[src/rtl/seq_logic_unit.sv]
// rtl/seq_logic_unit.sv - multi-cycle bitwise logic unit, one SLICE-bit slice per clock
module seq_logic_unit #(
    parameter int WIDTH = 8,
    parameter int SLICE = 4
) (
    input  logic             clk,
    input  logic             rst,
    input  logic             start,
    input  logic [2:0]       op,
    input  logic [WIDTH-1:0] A,
    input  logic [WIDTH-1:0] B,
    output logic             busy,
    output logic             done,
    output logic [WIDTH-1:0] Result,
    output logic             zero
);

    localparam int NSLICE = WIDTH / SLICE;
    localparam int IDXW   = (NSLICE > 1) ? $clog2(NSLICE) : 1;
    localparam logic [IDXW-1:0] IDX_LAST = IDXW'(NSLICE - 1);

    localparam logic [1:0] S_IDLE = 2'd0;
    localparam logic [1:0] S_RUN  = 2'd1;
    localparam logic [1:0] S_DONE = 2'd2;

    localparam logic [2:0] OP_AND  = 3'b000;
    localparam logic [2:0] OP_OR   = 3'b001;
    localparam logic [2:0] OP_XOR  = 3'b010;
    localparam logic [2:0] OP_NOTA = 3'b011;
    localparam logic [2:0] OP_NAND = 3'b100;
    localparam logic [2:0] OP_NOR  = 3'b101;
    localparam logic [2:0] OP_XNOR = 3'b110;
    localparam logic [2:0] OP_PASS = 3'b111;

    logic [1:0]       state_q,  state_d;
    logic [IDXW-1:0]  idx_q,    idx_d;
    logic [WIDTH-1:0] a_q,      a_d;
    logic [WIDTH-1:0] b_q,      b_d;
    logic [2:0]       op_q,     op_d;
    logic [WIDTH-1:0] acc_q,    acc_d;
    logic [WIDTH-1:0] result_q, result_d;
    logic             zero_q,   zero_d;

    logic [SLICE-1:0] slice_a;
    logic [SLICE-1:0] slice_b;
    logic [SLICE-1:0] slice_res;
    int               slice_base;

    function automatic logic [SLICE-1:0] apply_op(
        input logic [2:0]       o,
        input logic [SLICE-1:0] x,
        input logic [SLICE-1:0] y
    );
        logic [SLICE-1:0] r;
        case (o)
            OP_AND:  r = x & y;
            OP_OR:   r = x | y;
            OP_XOR:  r = x ^ y;
            OP_NOTA: r = ~x;
            OP_NAND: r = ~(x & y);
            OP_NOR:  r = ~(x | y);
            OP_XNOR: r = ~(x ^ y);
            OP_PASS: r = x;
            default: r = x;
        endcase
        return r;
    endfunction

    always_comb begin
        slice_base = int'(idx_q) * SLICE;
        slice_a    = a_q[slice_base +: SLICE];
        slice_b    = b_q[slice_base +: SLICE];
        slice_res  = apply_op(op_q, slice_a, slice_b);
    end

    always_comb begin
        state_d  = state_q;
        idx_d    = idx_q;
        a_d      = a_q;
        b_d      = b_q;
        op_d     = op_q;
        acc_d    = acc_q;
        result_d = result_q;
        zero_d   = zero_q;

        case (state_q)
            S_IDLE: begin
                if (start) begin
                    a_d     = A;
                    b_d     = B;
                    op_d    = op;
                    acc_d   = '0;
                    idx_d   = '0;
                    state_d = S_RUN;
                end
            end
            S_RUN: begin
                acc_d[slice_base +: SLICE] = slice_res;
                if (idx_q == IDX_LAST) begin
                    // Load from the updated accumulator so the final slice is included.
                    result_d = acc_d;
                    zero_d   = (acc_d == '0);
                    state_d  = S_DONE;
                end else begin
                    idx_d = idx_q + IDXW'(1);
                end
            end
            S_DONE: begin
                state_d = S_IDLE;
            end
            default: begin
                state_d = S_IDLE;
            end
        endcase
    end

    always_ff @(posedge clk) begin
        if (rst) begin
            state_q  <= S_IDLE;
            idx_q    <= '0;
            a_q      <= '0;
            b_q      <= '0;
            op_q     <= '0;
            acc_q    <= '0;
            result_q <= '0;
            zero_q   <= 1'b1;
        end else begin
            state_q  <= state_d;
            idx_q    <= idx_d;
            a_q      <= a_d;
            b_q      <= b_d;
            op_q     <= op_d;
            acc_q    <= acc_d;
            result_q <= result_d;
            zero_q   <= zero_d;
        end
    end

    assign busy   = (state_q != S_IDLE);
    assign done   = (state_q == S_DONE);
    assign Result = result_q;
    assign zero   = zero_q;

endmodule

[config.mk]
export PLATFORM = sky130hd
export DESIGN_NAME = seq_logic_unit
export DESIGN_NICKNAME = d
export VERILOG_FILES = /design/src/rtl/seq_logic_unit.sv
export SDC_FILE = /design/constraint.sdc
export NUM_CORES = 1
export LEC_CHECK = 0
export BUFFER_PORTS_ARGS = -buffer_cell sky130_fd_sc_hd__buf_2
export CAP_MARGIN = 10
export CORE_ASPECT_RATIO = 1.75
export CORE_MARGIN = 2
export CORE_UTILIZATION = 50
export CTS_CLUSTER_SIZE = 28
export DETAILED_ROUTE_END_ITERATION = 10
export PLACE_DENSITY = 0.72
export SLEW_MARGIN = 20
export SYNTH_ARGS = -nofsm -noshare
export SYNTH_HDL_FRONTEND = slang
export SYNTH_SLANG_ARGS = --single-unit
[constraint.sdc]
create_clock -name clk -period 2.1 [get_ports clk]
set_input_delay 0.42 -clock clk [delete_from_list [all_inputs] [get_ports clk]]
set_output_delay 0.42 -clock clk [all_outputs]
set_load 0.01 [all_outputs]
* After elaboration in Yosys (flattened, before gate mapping) *
Cells that the tools add are included.
W data, S select, Z words.

word-level totals
  flip-flop bits (word level) = 39
  latch bits = 0
  RAM bits = 0
  memory bits (read-only) = 0
  bits of input ports = 22
  output and inout port bits = 11
  word-level logic and storage cells = 51
  memories = 0

operators by class
  $add $sub $neg = 2
  multipliers = 0
  div/mod/pow operators = 0
  magnitude comparators = 0
  eq/ne operators = 11
  shift-type cells = 4
  multiplexer cells = 10
  bitwise gates (word level) = 7
  reduce and logical (&&, ||, !) cells = 9

operators with widths
  cell                      count
  $neg A3 Y33               1
  $shift A4 B33 Y8 const A  1
  $shiftx A4 B33 Y8         1
  $pmux W4 S8               1
  $not A4 Y4                4
  $pmux W8 S2               1
  $shiftx A8 B4 Y4          2
  $eq A3 B3 Y1 const B      4
  $bwmux W8                 1
  $logic_not A8 Y1          1
  $mux W8                   1
  $reduce_and A2 Y1         4
  $eq A3 B2 Y1 const B      2
  $and A4 B4 Y4             1
  $mux W2                   2
  $ne A2 B2 Y1 const B      2
  $or A4 B4 Y4              1
  $pmux W2 S2               1
  $reduce_bool A2 Y1        2
  $xor A4 B4 Y4             1
  $eq A3 B1 Y1 const B      1
  $logic_not A3 Y1          1
  $eq A2 B1 Y1 const B      1
  $eq A2 B2 Y1 const B      1
  4 further kinds           5

* Longest topological paths before layout *
  depth after elaboration = 7
  mapped depth = 11
  gate-level depth less buffers = 9

* Worst setup path after synthesis *
OpenSTA, ideal clock, no wires.

  kind = register to register
  from = register idx_q
  to = register zero_q, in the netlist zero
  library setup time = 122 ps
  arrival = 2,195 ps
  data required time = 1,978 ps
  path slack = -217 ps
  cell stages (with the launch flop) = 11
  buffers on the path = 2
  period minus slack after synthesis = 2,317 ps
  path through = dfxtp_1 -> buf_6 -> buf_2 -> mux2i_1 -> ha_1 -> mux2i_1 -> mux2i_4 -> xor2_1 -> a2bb2oi_2 -> a21oi_1 -> a221o_1

between the ends
  word-level cells in the longest chain between the ends = 7
  elaborated cells on any way between the ends = 16
  those cells by class = 1 x add/sub; 4 x shift; 2 x mux; 7 x bitwise; 2 x reduce/logical

ends and longest elaborated chain
  element                                      line        text
  from (decl)                                  36          logic [IDXW-1:0] idx_q, idx_d;
  from (signal assigned)                       129         idx_q <= idx_d;
  $shiftx A8 B4 Y4, on equally long branches   71, 72
  $xor A4 B4 Y4, or another cell as far along  58, 62
  $not A4 Y4, on equally long branches         62, 60, 61
  $pmux W4 S8                                  55          case (o)
  $shiftx A4 B33 Y8                            98          acc_d[slice_base +: SLICE] = slice_res;
  $bwmux W8                                    98
  $logic_not A8 Y1                             102         zero_d = (acc_d == '0);
  to (signal assigned)                         135         zero_q <= zero_d;
  to (decl)                                    42          logic zero_q, zero_d;

Parallel ways exist; a longest one is shown, timed or not.
A chain may end at the register's enable or synchronous reset.

* Worst setup path in the final report *
Same ends and word-level chain as after synthesis.

==> metrics.txt <==
Area Overhead vs Synth=27.46%; first-pass GRT wire length=approximately 8000 um; initial core utilization=52.18%; DRT antenna net count=0; DRT iter0 DRCs=37; most frequent cells in the layout=nand2_1 (60), dfxtp_1 (36), buf_2 (32), a21oi_1 (29), buf_4 (20); row cnt=30; Data arrival, critical path=between 2 and 2.5 ns; non-filler cells, final=345; IO Count=33; Post-Synthesis Cells=254; RSZ-0062 raised after global routing=yes; # hold bufs at CTS=0; fin. max-slew vios=0; status=complete, but fails checks; dpl ws=-0.2576 ns; total power=1.691 mW; PnR worst setup slack=-0.06980 ns; number of global-route vias before repair=1841; via count=1822; Num CTS Buffers=5; Post-Syn Nets=~280; drt pass-1 iters=4; CORE AREA=0.003904 mm2; final hold violations=0; Synth warnings=0; Seq/Total Area, Yosys=between 30 and 40%; Clock Sinks=37; Crit Path Max Fanout=4; DIE HEIGHT=88.44 um; period utilization=103.3%; placed cell areas=0.002312 mm2; Core Util, Final=66.51%; clk_lat worst skew=0.29 ns; number of diodes=0; Max-cap violations=0; synthesized area=0.002037 mm2; Distinct cells, synth=34; CTS max path bufs=2; Die X=between 50 and 60 um; Peak Freq=approximately 0.46 GHz; aggregate global routing overflow=0; largest net degree at the start of global routing=38; initial antenna violation count=0; Least-Margin Pin Slew=approximately 0.67 ns; Crit Path Class=register to register; CP endpoint kind=register; Critical Path RT=~2.3 ns; Seq cells post-synth=37; Final min period=2.170 ns; # port buffers=32; vias per cell=about 5.3; fin area=roughly 0.0026 mm2; WL final=approximately 4700 um; Post-DP HPWL=3281 um; leakage dissipation=1.061 nW; worst min-delay path category=input pin to register; Startpoint Class=register; Mapped Avg Cell Area=roughly 8 um2; all-layer global routing usage=between 20% and 30%; residual DRC count=0; PD cells=about 650 mW/mm2; worst rel slew slack=between 50 and 60%; average wire per standard cell=13.62 um; Nets=327; commonest non-fill, non-tap cell in the layout=nand2_1; Layout Skew=0.006036 ns; failing checks=setup timing; CTS tree=done; number of H-tree levels=2; GPL Wtd Cong=0.8589; share of layout cells above drive strength 1=33.00%; root buffer cell=clkbuf_8; placed cell count=334; clk slew on worst S/H paths=0.07 ns; Peak VDD IR=0.5398 mV; Final Setup Violations=4; die area=~0.0046 mm2
critical path, cell delays in order (launching register included):
cell and delay (ns):
dfxtp_4 0.38, buf_12 0.13, mux2i_4 0.32, ha_4 0.26, mux2i_2 0.18, xnor2_1 0.15
nor2_1 0.07, a21oi_2 0.17, a21oi_2 0.08, a221o_1 0.31
final timing paths:
kind                                        startpoint                     end  slack [ns]  depth (start not counted)
worst max-delay path                idx_q$_SDFFE_PP0P_       zero$_SDFFE_PP1P_       -0.07                          9
worst min-delay path                              A[1]     a_q[1]$_SDFFE_PP0P_        0.36                          3
worst max register to register      idx_q$_SDFFE_PP0P_       zero$_SDFFE_PP1P_       -0.07                          9
worst min register to register  Result[6]$_SDFFE_PP0P_  Result[6]$_SDFFE_PP0P_        0.45                          2
logic make-up after synthesis:
group	Yosys count	share of synthesized area (%)
multiplexers	14	9.767
AO/OA/AOI/OAI	57	16.65
AND/OR/NAND/NOR	98	21.13
flip-flops	37	36.36
adder cells (fa/ha/maj)	8	4.914
buffers and inverters	31	7.309
XOR/XNOR	9	3.870
repair_timing:
item                                    CTS  global route
setup buffers                             0             4
pin swaps                                 9             8
gates resized for setup                  21            15
endpoints found under the setup margin   10            11
cell type report:
| type | count | area [um2] |
|---|---|---|
| multi-input cells | 186 | 1308 |
| clock buffers | 7 | 86.33 |
| fillers | 344 | 1308 |
| well taps | 48 | 60.06 |
| repair buffers | 55 | 352.8 |
| inverters | 12 | 45.04 |
| flip-flops and latches | 37 | 744.5 |
power by group:
group          internal (mW)  switching [mW]
Clock                  0.260           0.232
Sequential             0.735          0.0339
Combinational          0.208           0.222
Total                   1.20           0.488
per-stage QoR:
| step | hold slack, ns | TNS [ns] |
|---|---|---|
| final | 0.3613 | -0.09482 |
| after global routing | 0.3584 | -1.161 |
| after CTS | 0.3587 | -0.04298 |
| after detailed placement | 0.4474 | -1.042 |
| after global placement | 0.4405 | -0.5252 |
| after floorplan | 0.4320 | -0.07581 |
Yosys cell counts, drive strengths merged:
master    n  area, um2
o211ai    3      22.52
or2       2      12.51
o311a     1      10.01
nand2    62      232.7
a221oi    1      8.760
clkbuf    9      33.78
a221o     1      10.01
dfxtp    37      740.7
o21ai     8      40.04
or3       2      12.51
a2bb2oi   1      15.01
nor2b     8      50.05
nor3b     3      22.52
buf      10      70.06
a22oi     6      45.04
and2      4      25.03
nor4      1      12.51
xor2      5      43.79
xnor2     4      35.03
a21oi    36      187.7
nor2     15      56.30
mux2      1      15.01
ha        8      100.1
nand2b    1      6.260
mux2i    13      183.9
inv      12      45.04
sequential cells by signal (all words and copies together) (netlist names):
signal and count:
Result 8, a_q 8, acc_q 6, b_q 8, idx_q 1, op_q 3
state_q 2, zero 1
routing by layer:
| metal | wire length, um | vias to the layer above | GRT usage, % |
|---|---|---|---|
| met5 | 0 | - | 0 |
| met4 | 88 | 0 | 9.557 |
| met3 | 121 | 9 | 4.561 |
| met2 | 2683 | 25 | 43.27 |
| met1 | 1807 | 866 | 24.28 |
| li1 | - | 922 | - |
Note: power is estimated with default switching activity, not from simulation.
